==> src/rtl/max7219_spi_rx.sv <==
// Receive-side model of a daisy-chained MAX7219 string: deserialises STB/CLK/DIN in the
// i_Clk domain and maintains the per-device register image behind a registered read port.
module max7219_spi_rx #(
  parameter int unsigned NUM_DEVICES = 20,
  parameter int unsigned SYNC_STAGES = 2
) (
  input  logic                           i_Clk,
  input  logic                           i_Rst,
  input  logic                           i_SPI_Stb,
  input  logic                           i_SPI_Clk,
  input  logic                           i_SPI_Din,
  input  logic [$clog2(NUM_DEVICES)-1:0] i_Rd_Dev,
  input  logic [2:0]                     i_Rd_Row,
  output logic [7:0]                     o_Rd_Data,
  output logic [NUM_DEVICES-1:0]         o_Shutdown,
  output logic [NUM_DEVICES-1:0]         o_Test,
  output logic [3:0]                     o_Intensity,
  output logic [2:0]                     o_Scan_Limit,
  output logic [7:0]                     o_Decode,
  output logic                           o_Frame_Valid,
  output logic                           o_Frame_Error,
  output logic [15:0]                    o_Frame_Count
);

  localparam int unsigned FrameBits = NUM_DEVICES * 16;
  // The top bit of the most distant word is never decoded, so it is not stored.
  localparam int unsigned ShiftW    = FrameBits - 1;
  localparam int unsigned CntW      = $clog2(FrameBits + 2);
  localparam int unsigned DevW      = $clog2(NUM_DEVICES);
  localparam logic [CntW-1:0] CntFull = CntW'(FrameBits);
  localparam logic [CntW-1:0] CntSat  = CntW'(FrameBits + 1);
  localparam logic [DevW:0]   NumDevL = (DevW + 1)'(NUM_DEVICES);

  typedef enum logic [1:0] {StIdle, StShift, StCommit} state_e;

  logic [SYNC_STAGES-1:0] stb_sync_q, clk_sync_q, din_sync_q;
  logic                   stb_dly_q, clk_dly_q;
  logic                   stb_s, clk_s, din_s;
  logic                   stb_fall, stb_rise, clk_rise;

  assign stb_s    = stb_sync_q[SYNC_STAGES-1];
  assign clk_s    = clk_sync_q[SYNC_STAGES-1];
  assign din_s    = din_sync_q[SYNC_STAGES-1];
  assign stb_fall = stb_dly_q & ~stb_s;
  assign stb_rise = ~stb_dly_q & stb_s;
  assign clk_rise = ~clk_dly_q & clk_s;

  always_ff @(posedge i_Clk or posedge i_Rst) begin
    if (i_Rst) begin
      stb_sync_q <= '1;
      clk_sync_q <= '0;
      din_sync_q <= '0;
      stb_dly_q  <= 1'b1;
      clk_dly_q  <= 1'b0;
    end else begin
      stb_sync_q <= {stb_sync_q[SYNC_STAGES-2:0], i_SPI_Stb};
      clk_sync_q <= {clk_sync_q[SYNC_STAGES-2:0], i_SPI_Clk};
      din_sync_q <= {din_sync_q[SYNC_STAGES-2:0], i_SPI_Din};
      stb_dly_q  <= stb_s;
      clk_dly_q  <= clk_s;
    end
  end

  state_e            state_q, state_d;
  logic [CntW-1:0]   cnt_q, cnt_d;
  logic [ShiftW-1:0] shift_q, shift_d;
  logic              commit_ok, commit_bad;

  always_comb begin
    state_d    = state_q;
    cnt_d      = cnt_q;
    shift_d    = shift_q;
    commit_ok  = 1'b0;
    commit_bad = 1'b0;
    unique case (state_q)
      StIdle: begin
        if (stb_fall) begin
          state_d = StShift;
          cnt_d   = '0;
          if (clk_rise) begin
            shift_d = {shift_q[ShiftW-2:0], din_s};
            cnt_d   = CntW'(1);
          end
        end
      end
      StShift: begin
        if (clk_rise) begin
          shift_d = {shift_q[ShiftW-2:0], din_s};
          if (cnt_q != CntSat) cnt_d = cnt_q + CntW'(1);
        end
        if (stb_rise) state_d = StCommit;
      end
      StCommit: begin
        state_d = StIdle;
        if (cnt_q == CntFull) commit_ok = 1'b1;
        else                  commit_bad = 1'b1;
      end
      default: state_d = StIdle;
    endcase
  end

  always_ff @(posedge i_Clk or posedge i_Rst) begin
    if (i_Rst) begin
      state_q <= StIdle;
      cnt_q   <= '0;
      shift_q <= '0;
    end else begin
      state_q <= state_d;
      cnt_q   <= cnt_d;
      shift_q <= shift_d;
    end
  end

  logic [NUM_DEVICES-1:0][7:0][7:0] rows_q, rows_d;
  logic [NUM_DEVICES-1:0]           shutdown_q, shutdown_d;
  logic [NUM_DEVICES-1:0]           test_q, test_d;
  logic [NUM_DEVICES-1:0][3:0]      intensity_q, intensity_d;
  logic [NUM_DEVICES-1:0][2:0]      scan_q, scan_d;
  logic [NUM_DEVICES-1:0][7:0]      decode_q, decode_d;

  always_comb begin
    logic [3:0] addr;
    logic [7:0] data;
    rows_d      = rows_q;
    shutdown_d  = shutdown_q;
    test_d      = test_q;
    intensity_d = intensity_q;
    scan_d      = scan_q;
    decode_d    = decode_q;
    addr        = '0;
    data        = '0;
    if (commit_ok) begin
      for (int unsigned k = 0; k < NUM_DEVICES; k++) begin
        addr = shift_q[16*k+8 +: 4];
        data = shift_q[16*k +: 8];
        case (addr)
          4'h1, 4'h2, 4'h3, 4'h4,
          4'h5, 4'h6, 4'h7, 4'h8: rows_d[k][3'(addr - 4'd1)] = data;
          4'h9:    decode_d[k]    = data;
          4'hA:    intensity_d[k] = data[3:0];
          4'hB:    scan_d[k]      = data[2:0];
          4'hC:    shutdown_d[k]  = ~data[0];
          4'hF:    test_d[k]      = data[0];
          default: ;
        endcase
      end
    end
  end

  always_ff @(posedge i_Clk or posedge i_Rst) begin
    if (i_Rst) begin
      rows_q        <= '0;
      shutdown_q    <= '1;
      test_q        <= '0;
      intensity_q   <= '0;
      scan_q        <= '0;
      decode_q      <= '0;
      o_Frame_Valid <= 1'b0;
      o_Frame_Error <= 1'b0;
      o_Frame_Count <= '0;
    end else begin
      rows_q        <= rows_d;
      shutdown_q    <= shutdown_d;
      test_q        <= test_d;
      intensity_q   <= intensity_d;
      scan_q        <= scan_d;
      decode_q      <= decode_d;
      o_Frame_Valid <= commit_ok;
      o_Frame_Error <= commit_bad;
      if (commit_ok) o_Frame_Count <= o_Frame_Count + 16'd1;
    end
  end

  assign o_Shutdown = shutdown_q;
  assign o_Test     = test_q;

  logic dev_ok;
  assign dev_ok = {1'b0, i_Rd_Dev} < NumDevL;

  // Sampling the pre-update image gives commit-cycle reads their old value.
  always_ff @(posedge i_Clk or posedge i_Rst) begin
    if (i_Rst) begin
      o_Rd_Data    <= '0;
      o_Intensity  <= '0;
      o_Scan_Limit <= '0;
      o_Decode     <= '0;
    end else if (dev_ok) begin
      o_Rd_Data    <= rows_q[i_Rd_Dev][i_Rd_Row];
      o_Intensity  <= intensity_q[i_Rd_Dev];
      o_Scan_Limit <= scan_q[i_Rd_Dev];
      o_Decode     <= decode_q[i_Rd_Dev];
    end else begin
      o_Rd_Data    <= '0;
      o_Intensity  <= '0;
      o_Scan_Limit <= '0;
      o_Decode     <= '0;
    end
  end

endmodule

==> config.mk <==
export PLATFORM = sky130hd
export DESIGN_NAME = max7219_spi_rx
export DESIGN_NICKNAME = d
export VERILOG_FILES = /design/src/rtl/max7219_spi_rx.sv
export SDC_FILE = /design/constraint.sdc
export NUM_CORES = 2
export LEC_CHECK = 0
export CORE_ASPECT_RATIO = 0.75
export CORE_MARGIN = 5
export CORE_UTILIZATION = 41
export CTS_BUF_LIST = sky130_fd_sc_hd__clkbuf_4 sky130_fd_sc_hd__clkbuf_8
export CTS_CLUSTER_SIZE = 8
export DETAILED_ROUTE_END_ITERATION = 7
export PLACE_DENSITY = 0.65
export SETUP_SLACK_MARGIN = 0.15
export SKIP_LAST_GASP = 1
export SYNTH_ARGS = -nofsm -noshare
export SYNTH_HDL_FRONTEND = slang
export SYNTH_SLANG_ARGS = --single-unit
==> constraint.sdc <==
create_clock -name i_Clk -period 119.9 [get_ports i_Clk]
set_input_delay 11.99 -clock i_Clk [delete_from_list [all_inputs] [get_ports i_Clk]]
set_output_delay 11.99 -clock i_Clk [all_outputs]
set_load 0.05 [all_outputs]
==> results by group <==
Finish
  – Reg area: 50000 um^2
  – Final std cells w/o fill: 9319
  – Area grow syn2layout: 11.0%
  – Fin util: 0.457
  – Final net count: 6247
  – Share of cells above drive strength 1: 0.470
  – Fill count: roughly 19000
  – Multi-input gate area: 38500 um^2

Yosys
  – Post-synthesis cell count: about 6100
  – Complex-gate fraction of the synthesized area: 0.0281
  – #FFs+latches synth: about 2000
  – Main combinational cell family by area after synthesis: multiplexers
  – Post-synthesis cell area: 90500 um^2
  – Count leader, synth: dfrtp_1
  – Asr flop ratio synth: 1.00
  – Post-synth EDFFs: 0
  – Syn avg cell area: 14.9 um^2
  – Top cell type's share of synthesized area: 0.546
  – Area contributors post-synth: dfrtp_1, mux2_2, mux4_2, mux2i_1, ha_1
  – Syn nets: 6163
  – Portion of netlist area occupied by mux cells: 0.338
  – Top cells by count, synth: dfrtp_1, mux2_2, mux4_2
  – Leading area contributor after synthesis: dfrtp_1
  – Synth Area in Simple Gates: 0.0411
  – Sequential fraction of the synthesis area: 0.552
  – Adder-cell share of the synthesized area: 0.0116
  – XOR/XNOR Fraction of Synth Area: 0.00619
  – Synth Flop Type: dfrtp_1
  – Synth cell types: 73
  – Yosys warning count: 0

Timing
  – Max Clk Rate: 0.0603 GHz
  – Final setup fails: 0
  – Hold Vio Cnt, Final: 0
  – Worst slew margin: 0.0997
  – Max-slew violation count: 0
  – Setup TNS: 0 ps
  – Final Cycle Share: 0.138
  – Final min period: between 15000 and 20000 ps
  – Worst Max-Slew Pin Slew: 1340 ps
  – RSZ-0062 raised after global routing: no
  – Final Skew: ~110 ps

Clocking
  – Sink Count: about 2000
  – CTS Buffer Depth: 4
  – Postcts setup bufs: 0
  – # hold bufs at CTS: 0
  – Clock Pin Slew Worst Setup and Hold Paths: 80 ps
  – CTS buffer count: 325
  – Clk root buf: clkbuf_8
  – Clk_lat worst skew: just under 1000 ps
  – CTS tree: built
  – H-tree depth: 5
  – Post-CTS Resized: 0

Flow run
  – Max Cap Violations: 0

Worst setup path
  – Reg2reg end: rows_q[1000]
  – Critical Path AT: around 18000 ps
  – Setup slack, reg-to-reg: 115410 ps
  – Worst EP required: 120830 ps
  – Slowest Stage Delay on Critical Path: 850 ps
  – Worst Setup End Kind: asynchronous set/reset pin
  – R2R depth: 9
  – Most used cell, CP: buf_4
  – Worst setup SP type: primary input
  – Critical path class: primary input to asynchronous set/reset pin
  – Reg-to-reg startpoint: cnt_q[7]
  – CP max-delay cell: buf_4
  – Crit. Startpoint: i_Rst
  – Cell Chain, Critical Path: clkdlybuf4s50_1 -> inv_8 -> buf_12 -> buf_12 -> buf_4 -> buf_4 -> buf_4
  – Worst Path Max Fanout: 163

Floorplanning
  – Io pins: 94
  – DIE HEIGHT: 417 um
  – Die area: 230000 um^2
  – CORE AREA: around 220000 um^2
  – Rows: 149
  – Die width: around 550 um
  – Starting Density: 0.412

Power and ir drop
  – P_sw: between 0.0003 and 0.0004 W
  – Max VDD drop: 0.00000865 V
  – Comb power frac: 0.038
  – Clk network pwr share: 0.452
  – Tot Pwr: 0.00135 W
  – Leak: 47.8 nW
  – Sequential share of power: 0.509
  – Pwr dens: 13.4 nW/um^2
  – Switching Share: 0.241
  – Internal power: 0.00102 W

Route
  – Vias: about 57000
  – Drt first pass iters: 6
  – Antenna Nets Post-Route: 0
  – DRC Markers: 0
  – Final wirelength: 308000 um
  – Routed len/inst: 33.0 um
  – Initial DRC count: 6311
  – Vias per cell: 6.11

Min path
  – Worst hold path type: flip-flop to flip-flop
  – Hold Startpoint: din_sync_q[0]
  – Hold Path End: din_sync_q[1]
  – Hold depth: 0

Outcome
  – Status: finished, final reports clean

Global route
  – Grt total ovfl: 0
  – Vias in the first global route: between 50000 and 60000
  – Pin count of the biggest net entering global routing: approximately 180
  – First-pass GRT wire length: 436000 um
  – Initial antenna violation count: 44
  – Total track usage: 0.262

Placed design
  – # port buffers: 93
  – DP Wirelength: 206000 um
  – GP Congestion: roughly 1
  – Placed cell count: 8767
cell usage in the layout (no fill, tap or decap), types with 11 or more instances in the layout:
cell type        count
a22oi_1             64
nor3_2              20
nor2_1              93
nor2_2              66
clkbuf_8           381
mux2_1              26
or3_1               27
inv_1               68
a31oi_1             16
a2111oi_0           17
and4_1              16
xor2_1              33
buf_4               60
mux2i_1            122
o21ai_0            109
clkbuf_4           136
o211ai_1            17
and3_1              12
a21oi_1             55
nand3_1             61
mux4_2             360
mux2_2            1860
nand2_1            271
nand4_1             38
dfrtp_1           1973
a221oi_1            25
dfstp_2             23
ha_1                84
diode_2             11
xnor2_1             31
clkdlybuf4s50_1     87
worst max-delay path: cells and delay by family:
family                 cells  cell delay [ps]
buffers and inverters      7             5030
stage by stage:
| step | hold WS, ps | setup WS (ps) | area (um^2) |
|---|---|---|---|
| floorplan | 331 | 51570 | 90500 |
| global placement | 336 | 102260 | 93900 |
| detailed placement | 340 | 102120 | 93900 |
| CTS | 334 | 103120 | 100000 |
| global route | 337 | 102420 | 100000 |
| finish | 324 | 103320 | 100000 |
per-layer routing:
metal  share of wire  up-vias  GRT usage
met1            0.44    31100      0.391
met4           0.040        8     0.0961
met2            0.41     2746      0.355
li1                -    22500          -
met3            0.11      541     0.0849
met5         0.00024        -          0
state kept, by name, indices dropped and copies added, names as in the netlist, 3 cells and up:
name / flops
o_Test: 20
o_Shutdown: 20
cnt_q: 9
intensity_q: 80
rows_q: 1280
o_Intensity: 4
shift_q: 316
o_Frame_Count: 16
o_Scan_Limit: 3
o_Rd_Data: 8
decode_q: 160
scan_q: 60
o_Decode: 8
cells by family after synthesis:
family | count (synthesis)
buf+inv | 472
flops | 1996
simple gates | 701
compound gates | 381
xor+xnor | 64
fa+ha+maj | 84
mux | 2368
area by class of cell:
class	count	area share
Tap cell	2944	0.0367
Clock buffer	517	0.0624
Timing Repair Buffer	159	0.0150
Clock inverter	24	0.00228
Antenna cell	11	0.000274
Inverter	70	0.00272
Multi-Input combinational cell	3598	0.383
Sequential cell	1996	0.498
power groups by stage:
stage,Clock (W),Combinational [W],Sequential (W)
after global placement,0,0.0000515,0.000699
after CTS,0.000618,0.0000522,0.000687
after detailed placement,0,0.0000520,0.000699
after floorplan,0,0.0000391,0.000693
final,0.000610,0.0000516,0.000687
after global routing,0.000649,0.0000562,0.000687
worst max-delay path by stage:
stage                        to  slack, ps  cells after the start
global route        rows_q[864]     102420                      7
detailed placement  rows_q[769]     102120                      7
global placement    rows_q[864]     102260                      7
CTS                 rows_q[928]     103120                      7
finish              rows_q[785]     103320                      7
floorplan             clk_dly_q      51570                      1
No activity file was read; power rests on OpenSTA's default activity.
